## src/rtl/multi_alarm_clock_core.sv

```systemverilog
// multi_alarm_clock_core: 24-hour HH:MM timekeeper with NUM_ALARMS independent alarms,
// handshaked keypad entry with range checking, snooze and auto-timeout ringing.
// Ports:
//   clock, reset (async, active-low)
//   time_button / alarm_button : level requests for time / alarm entry
//   alarm_sel                  : alarm targeted by entry, latched when entry starts
//   alarm_enable               : per-alarm arm mask
//   fastwatch                  : selects FAST_TICKS cycles per minute
//   key, key_valid             : BCD digit and its one-cycle qualifier
//   snooze, stop_alarm         : one-cycle strobes
//   ms_hour..ls_minute         : ASCII display digits (entry buffer while entering)
//   alarm_sound, alarm_id      : ringing flag and index of the ringing alarm
//   entry_error                : one-cycle pulse on an out-of-range entry
module multi_alarm_clock_core #(
  parameter int unsigned NUM_ALARMS    = 4,
  parameter int unsigned TICKS_PER_MIN = 6000,
  parameter int unsigned FAST_TICKS    = 1,
  parameter int unsigned SNOOZE_MIN    = 5,
  parameter int unsigned RING_MIN      = 2,
  parameter int unsigned AW            = (NUM_ALARMS > 1) ? $clog2(NUM_ALARMS) : 1
) (
  input  logic                  clock,
  input  logic                  reset,
  input  logic                  time_button,
  input  logic                  alarm_button,
  input  logic [AW-1:0]         alarm_sel,
  input  logic [NUM_ALARMS-1:0] alarm_enable,
  input  logic                  fastwatch,
  input  logic [3:0]            key,
  input  logic                  key_valid,
  input  logic                  snooze,
  input  logic                  stop_alarm,
  output logic [7:0]            ms_hour,
  output logic [7:0]            ls_hour,
  output logic [7:0]            ms_minute,
  output logic [7:0]            ls_minute,
  output logic                  alarm_sound,
  output logic [AW-1:0]         alarm_id,
  output logic                  entry_error
);
  localparam int unsigned MaxP = (TICKS_PER_MIN > FAST_TICKS) ? TICKS_PER_MIN : FAST_TICKS;
  localparam int unsigned CW   = $clog2(MaxP + 1);
  localparam int unsigned RCW  = $clog2(RING_MIN + 1);

  localparam logic [1:0] EntIdle  = 2'd0;
  localparam logic [1:0] EntTime  = 2'd1;
  localparam logic [1:0] EntAlarm = 2'd2;
  localparam logic [1:0] RingIdle = 2'd0;
  localparam logic [1:0] RingOn   = 2'd1;
  localparam logic [1:0] RingSnz  = 2'd2;

  logic [CW-1:0]  presc_q, presc_d, period;
  logic           tick;
  logic [4:0]     hour_q, hour_d;
  logic [5:0]     min_q, min_d;
  logic           changed_q;
  logic [4:0]     al_hour_q [NUM_ALARMS];
  logic [5:0]     al_min_q  [NUM_ALARMS];

  logic [1:0]     ent_state_q, ent_state_d;
  logic [15:0]    buf_q, buf_d, buf_shift;
  logic [1:0]     dig_cnt_q, dig_cnt_d;
  logic [AW-1:0]  ent_sel_q, ent_sel_d;
  logic [6:0]     ent_hh, ent_mm;
  logic           key_ok, held, last_digit, range_ok, time_commit, alarm_commit;
  logic           entry_error_q;

  logic [1:0]     ring_state_q, ring_state_d;
  logic [AW-1:0]  alarm_id_q, alarm_id_d, winner;
  logic [RCW-1:0] ring_cnt_q, ring_cnt_d;
  logic [4:0]     snz_hour_q, snz_hour_d;
  logic [5:0]     snz_min_q, snz_min_d;
  logic [6:0]     snz_sum;
  logic           match;

  // Prescaler and timekeeping; a time commit overrides a coincident tick.
  always_comb begin
    period  = fastwatch ? CW'(FAST_TICKS) : CW'(TICKS_PER_MIN);
    tick    = (presc_q == period - CW'(1));
    // >= also clamps a count left out of range by a fastwatch switch.
    presc_d = (presc_q >= period - CW'(1)) ? '0 : presc_q + CW'(1);
    hour_d  = hour_q;
    min_d   = min_q;
    if (time_commit) begin
      presc_d = '0;
      hour_d  = 5'(ent_hh);
      min_d   = 6'(ent_mm);
    end else if (tick) begin
      if (min_q == 6'd59) begin
        min_d  = '0;
        hour_d = (hour_q == 5'd23) ? '0 : hour_q + 5'd1;
      end else begin
        min_d = min_q + 6'd1;
      end
    end
  end

  // Keypad entry: digits shift in from the right, validated when the fourth arrives.
  always_comb begin
    key_ok       = key_valid && (key <= 4'd9);
    buf_shift    = {buf_q[11:0], key};
    ent_hh       = 7'(buf_shift[15:12]) * 7'd10 + 7'(buf_shift[11:8]);
    ent_mm       = 7'(buf_shift[7:4]) * 7'd10 + 7'(buf_shift[3:0]);
    held         = (ent_state_q == EntTime) ? time_button : alarm_button;
    last_digit   = ((ent_state_q == EntTime) || (ent_state_q == EntAlarm)) && held && key_ok &&
                   (dig_cnt_q == 2'd3);
    range_ok     = (ent_hh <= 7'd23) && (ent_mm <= 7'd59);
    time_commit  = last_digit && range_ok && (ent_state_q == EntTime);
    alarm_commit = last_digit && range_ok && (ent_state_q == EntAlarm);
    ent_state_d  = ent_state_q;
    buf_d        = buf_q;
    dig_cnt_d    = dig_cnt_q;
    ent_sel_d    = ent_sel_q;
    case (ent_state_q)
      EntIdle: begin
        buf_d     = '0;
        dig_cnt_d = '0;
        if (time_button) begin
          ent_state_d = EntTime;
        end else if (alarm_button) begin
          ent_state_d = EntAlarm;
          ent_sel_d   = alarm_sel;
        end
      end
      EntTime, EntAlarm: begin
        if (!held) begin
          ent_state_d = EntIdle;
        end else if (key_ok) begin
          buf_d     = buf_shift;
          dig_cnt_d = dig_cnt_q + 2'd1;
          if (dig_cnt_q == 2'd3) ent_state_d = EntIdle;
        end
      end
      default: ent_state_d = EntIdle;
    endcase
  end

  // Ringing: matches use the time registered on the previous change, so the sound
  // rises one cycle after the display moves.
  always_comb begin
    match  = 1'b0;
    winner = '0;
    for (int i = 0; i < int'(NUM_ALARMS); i++) begin
      if (!match && alarm_enable[i] && (al_hour_q[i] == hour_q) && (al_min_q[i] == min_q)) begin
        match  = 1'b1;
        winner = AW'(i);
      end
    end
    snz_sum    = 7'(min_q) + 7'(SNOOZE_MIN);
    snz_hour_d = snz_hour_q;
    snz_min_d  = snz_min_q;
    ring_state_d = ring_state_q;
    alarm_id_d   = alarm_id_q;
    ring_cnt_d   = ring_cnt_q;
    case (ring_state_q)
      RingIdle: begin
        if (changed_q && match) begin
          ring_state_d = RingOn;
          alarm_id_d   = winner;
          ring_cnt_d   = '0;
        end
      end
      RingOn: begin
        if (stop_alarm || !alarm_enable[alarm_id_q]) begin
          ring_state_d = RingIdle;
        end else if (snooze) begin
          ring_state_d = RingSnz;
          if (snz_sum >= 7'd60) begin
            snz_min_d  = 6'(snz_sum - 7'd60);
            snz_hour_d = (hour_q == 5'd23) ? '0 : hour_q + 5'd1;
          end else begin
            snz_min_d  = 6'(snz_sum);
            snz_hour_d = hour_q;
          end
        end else if (tick) begin
          if (ring_cnt_q == RCW'(RING_MIN - 1)) ring_state_d = RingIdle;
          else ring_cnt_d = ring_cnt_q + RCW'(1);
        end
      end
      RingSnz: begin
        if (stop_alarm || !alarm_enable[alarm_id_q]) begin
          ring_state_d = RingIdle;
        end else if (changed_q && (hour_q == snz_hour_q) && (min_q == snz_min_q)) begin
          ring_state_d = RingOn;
          ring_cnt_d   = '0;
        end
      end
      default: ring_state_d = RingIdle;
    endcase
  end

  always_ff @(posedge clock or negedge reset) begin
    if (!reset) begin
      presc_q       <= '0;
      hour_q        <= '0;
      min_q         <= '0;
      changed_q     <= 1'b0;
      ent_state_q   <= EntIdle;
      buf_q         <= '0;
      dig_cnt_q     <= '0;
      ent_sel_q     <= '0;
      entry_error_q <= 1'b0;
      ring_state_q  <= RingIdle;
      alarm_id_q    <= '0;
      ring_cnt_q    <= '0;
      snz_hour_q    <= '0;
      snz_min_q     <= '0;
      for (int i = 0; i < int'(NUM_ALARMS); i++) begin
        al_hour_q[i] <= '0;
        al_min_q[i]  <= '0;
      end
    end else begin
      presc_q       <= presc_d;
      hour_q        <= hour_d;
      min_q         <= min_d;
      changed_q     <= time_commit || tick;
      ent_state_q   <= ent_state_d;
      buf_q         <= buf_d;
      dig_cnt_q     <= dig_cnt_d;
      ent_sel_q     <= ent_sel_d;
      entry_error_q <= last_digit && !range_ok;
      ring_state_q  <= ring_state_d;
      alarm_id_q    <= alarm_id_d;
      ring_cnt_q    <= ring_cnt_d;
      snz_hour_q    <= snz_hour_d;
      snz_min_q     <= snz_min_d;
      for (int i = 0; i < int'(NUM_ALARMS); i++) begin
        if (alarm_commit && (ent_sel_q == AW'(i))) begin
          al_hour_q[i] <= 5'(ent_hh);
          al_min_q[i]  <= 6'(ent_mm);
        end
      end
    end
  end

  always_comb begin
    if (ent_state_q != EntIdle) begin
      ms_hour   = 8'h30 + {4'h0, buf_q[15:12]};
      ls_hour   = 8'h30 + {4'h0, buf_q[11:8]};
      ms_minute = 8'h30 + {4'h0, buf_q[7:4]};
      ls_minute = 8'h30 + {4'h0, buf_q[3:0]};
    end else begin
      ms_hour   = 8'h30 + 8'(hour_q / 5'd10);
      ls_hour   = 8'h30 + 8'(hour_q % 5'd10);
      ms_minute = 8'h30 + 8'(min_q / 6'd10);
      ls_minute = 8'h30 + 8'(min_q % 6'd10);
    end
    alarm_sound = (ring_state_q == RingOn);
    alarm_id    = alarm_id_q;
    entry_error = entry_error_q;
  end

endmodule

```

## config.mk

```make
export PLATFORM = sky130hd
export DESIGN_NAME = multi_alarm_clock_core
export DESIGN_NICKNAME = d
export VERILOG_FILES = /design/src/rtl/multi_alarm_clock_core.sv
export SDC_FILE = /design/constraint.sdc
export NUM_CORES = 1
export LEC_CHECK = 0
export ABC_AREA = 0
export CAP_MARGIN = 40
export CORE_MARGIN = 2
export CORE_UTILIZATION = 50
export DETAILED_ROUTE_END_ITERATION = 7
export GPL_ROUTABILITY_DRIVEN = 0
export PLACE_DENSITY = 0.7
export SLEW_MARGIN = 5
export SYNTH_ARGS = -nofsm -noshare
export SYNTH_HDL_FRONTEND = slang
export SYNTH_SLANG_ARGS = --single-unit
```

## constraint.sdc

```tcl
create_clock -name clock -period 3.99 [get_ports clock]
set_clock_uncertainty 0.1 [all_clocks]
set_input_delay 1.197 -clock clock [delete_from_list [all_inputs] [get_ports clock]]
set_output_delay 1.197 -clock clock [all_outputs]
set_load 0.005 [all_outputs]
```

==> flow_metrics.env, run 1 <==
export IMPL_post_place_cells=995
export IMPL_clock_fmax_mhz=251
export IMPL_portBuffers=45
export IMPL_synth_seq_cells=109
export IMPL_worst_slack_ns=0.00972
export IMPL_core_area_um2=14400
export IMPL_grt_max_degree=65
export IMPL_period_needed_ns=3.98
export IMPL_grt_pass1_wl_mm=31.4
export IMPL_drtIter0Drc=328
export IMPL_syn_area_per_cell_um2=9.82
export IMPL_drt_pass1_iter_count=7
export IMPL_die_h_um=125
export IMPL_worstPathMaxFanout=10
export IMPL_grt_total_usage_pct=25.0
export IMPL_min_path_type="reg2reg"
export IMPL_path_clk_slew_ns=0.08
export IMPL_final_layout_size_suffix_gt1_share_pct=21.9
export IMPL_grt_overflow=0
export IMPL_via_count=6032
export IMPL_via_per_inst=5.84
export IMPL_mostFrequentLayoutCell="dfrtp_1"
export IMPL_grt_pass1_vias=6215
export IMPL_critPathLaunchType="flop"
export IMPL_numCtsBuffers=9
export IMPL_htree_levels=3
export IMPL_ir_drop_mv=0.385
export IMPL_ys_flop_type="dfrtp_1"
export IMPL_yosysSeqAreaShare_pct=37.2
export IMPL_synth_top_family_by_area="simple AND/OR/NAND/NOR gates"
export IMPL_die_w_um=125
export IMPL_route_detailed_drc=0
export IMPL_yosys_area_share_simple_pct=16.7
export IMPL_yosys_warnings=0
export IMPL_setup_tns_ns=0
export IMPL_hold_viol=0
export IMPL_finalCritPeriodShare_pct=99.8
export IMPL_r2r_slack_ns=0.37
export IMPL_syn_to_final_growth_pct=22.7
export IMPL_numClockSinks=109
export IMPL_rows=44
export IMPL_slew_viol_final=0
export IMPL_synthCells=747
export IMPL_design_area_um2=9010
export IMPL_io_pins=54
export IMPL_placed_cell_area_um2=8280
export IMPL_synthAdderAreaFrac_pct=8.39
export IMPL_wl_per_cell_um=19.0
export IMPL_drt_total_wl_mm=19.6
export IMPL_final_nets=907
export IMPL_post_dp_hpwl_mm=13.5
export IMPL_crit_arrival_ns=2.68
export IMPL_status="finished clean"
export IMPL_antenna_left=0
export IMPL_filler_cell_count=1180
export IMPL_synth_mux_area_share_pct=11.0
export IMPL_diodes=0
export IMPL_setup_viol=0
export IMPL_grt_setup_unrepaired="yes"
export IMPL_p_per_area_nw_per_um2=409
export IMPL_endpoint_kind="output pin"
export IMPL_synthXorXnorAreaFrac_pct=10.1
export IMPL_cts_tree="built"
export IMPL_synth_compound_area_share_pct=11.5
export IMPL_antenna_found_initial=0
export IMPL_required_ns=2.69
export IMPL_stdcell_count=1032
export IMPL_worst_pin_slew_ns=0.858
export IMPL_insertion_delay_ns=0.37
export IMPL_synth_cell_types=75
export IMPL_mappedNetlistArea_um2=7340
export IMPL_cts_root_buf="clkbuf_16"
export IMPL_slew_headroom_pct=42.8
export IMPL_start_util_pct=50.9
export IMPL_dp_slack_ns=-0.452
export IMPL_clock_path_buffers=2
export IMPL_synth_edff_count=0
export IMPL_async_flop_share_pct=100
export IMPL_final_cell_mix="dfrtp_1 (105), xnor2_1 (75), buf_4 (72), nand2_1 (53), nor2_1 (45)"
export IMPL_leakage_nw=4.05
export IMPL_dieArea_um2=15700
export IMPL_cap_violations=0
export IMPL_worstSetupPathType="reg2out"
## cell usage after synthesis, drive strengths merged, types with 17 or more instances
master    n  area share, %
buf      23            2.0
o21ai    33            2.3
nor3     26            1.8
xnor2    76            9.1
nor2     46            2.4
clkbuf   23            1.2
nand4    19            1.9
a22o     17            2.0
mux2i    23            3.1
inv      35            1.8
a21oi    36            2.5
dfrtp   109             37
ha       42            7.2
nand2    53            2.7
mux2     47            7.6
## area by class of cell
type	instances	area, um^2	share of cell area (%)
timing repair buffer	125	1130	12.6
inverter	35	131	1.46
clock buffer	9	225	2.50
sequential	109	2730	30.3
clock inverter	7	76.3	0.847
multi-input combinational	563	4480	49.7
tap	184	230	2.56
## power by group
part | switching [mW] | internal, mW | total, mW | leakage, nW
Clock | 0.476 | 0.445 | 0.922 | 0.145
Combinational | 0.785 | 0.660 | 1.44 | 2.50
Sequential | 0.125 | 1.19 | 1.32 | 1.41
Total | 1.39 | 2.30 | 3.68 | 4.05
## timing repair
| action | CTS | global route |
|---|---|---|
| pin swaps | 3 | 12 |
| resized for setup | 25 | 35 |
| hold buffers | 0 | 0 |
| endpoints found under the setup margin | 14 | 36 |
| cloned | 0 | 1 |
| hold endpoints to repair | 0 | 0 |
| buffers inserted | 0 | 20 |
## registers in the layout, summed over array words and instances (netlist names), 2 cells and up
name          count
ring_state_q      2
al_hour_q        20
min_q             6
ring_cnt_q        2
dig_cnt_q         2
presc_q          13
snz_hour_q        5
al_min_q         24
alarm_id          2
buf_q            16
snz_min_q         6
hour_q            5
ent_sel_q         2
ent_state_q       2
## through the flow
step / utilization (%) / total power [mW] / hold WS [ns]
2_1_floorplan: - / 2.10 / 0.358
3_3_place_gp: 57.4 / 2.64 / 0.375
3_5_place_dp: 57.4 / 2.69 / 0.384
4_1_cts: 60.1 / 3.63 / 0.412
5_1_grt: 62.4 / 3.89 / 0.436
6_report: 62.4 / 3.68 / 0.405
## logic make-up after synthesis
logic type	count (synthesis)
and+or+nand+nor	225
AOI/OAI and AO/OA	127
DFF	109
xor gates and xnor gates	85
buffers and inverters	81
muxes	71
adders and majority gates	47
other	2
## per-layer routing
| metal | up-vias | GRT usage [%] | routed length, um |
|---|---|---|---|
| met5 | - | 0 | 0 |
| met4 | 0 | 9.74 | 665 |
| met3 | 51 | 4.79 | 907 |
| met2 | 168 | 43.5 | 9780 |
| met1 | 2995 | 30.8 | 8260 |
| li1 | 2818 | - | - |
## critical path, cell delays in order (launching register included)
cell           delay [ns]
dfrtp_2              0.45
buf_12               0.14
nand2_1              0.07
o211ai_1             0.30
o21ai_4              0.11
ha_2                 0.20
or3_4                0.35
ha_4                 0.17
xnor2_1              0.11
and2_1               0.15
dlygate4sd2_1        0.26
## final timing paths
path                              start             to  cells after the start
min in group asynchronous         reset    presc_q[11]                      1
hold reg to reg            dig_cnt_q[1]   dig_cnt_q[1]                      1
setup / recovery               min_q[4]   ls_minute[6]                     10
max in group asynchronous         reset  al_hour_q[12]                      2
setup reg to reg              buf_q[11]   al_hour_q[5]                     11
hold / removal             dig_cnt_q[1]   dig_cnt_q[1]                      1
No activity file was read; power rests on OpenSTA's default activity.
==> run 2: changes to the inputs <==
CAP_MARGIN = 25   (was 40)
==> results of run 2 <==
Same layout as run 1: the final DEF is identical, and so are final timing and power.
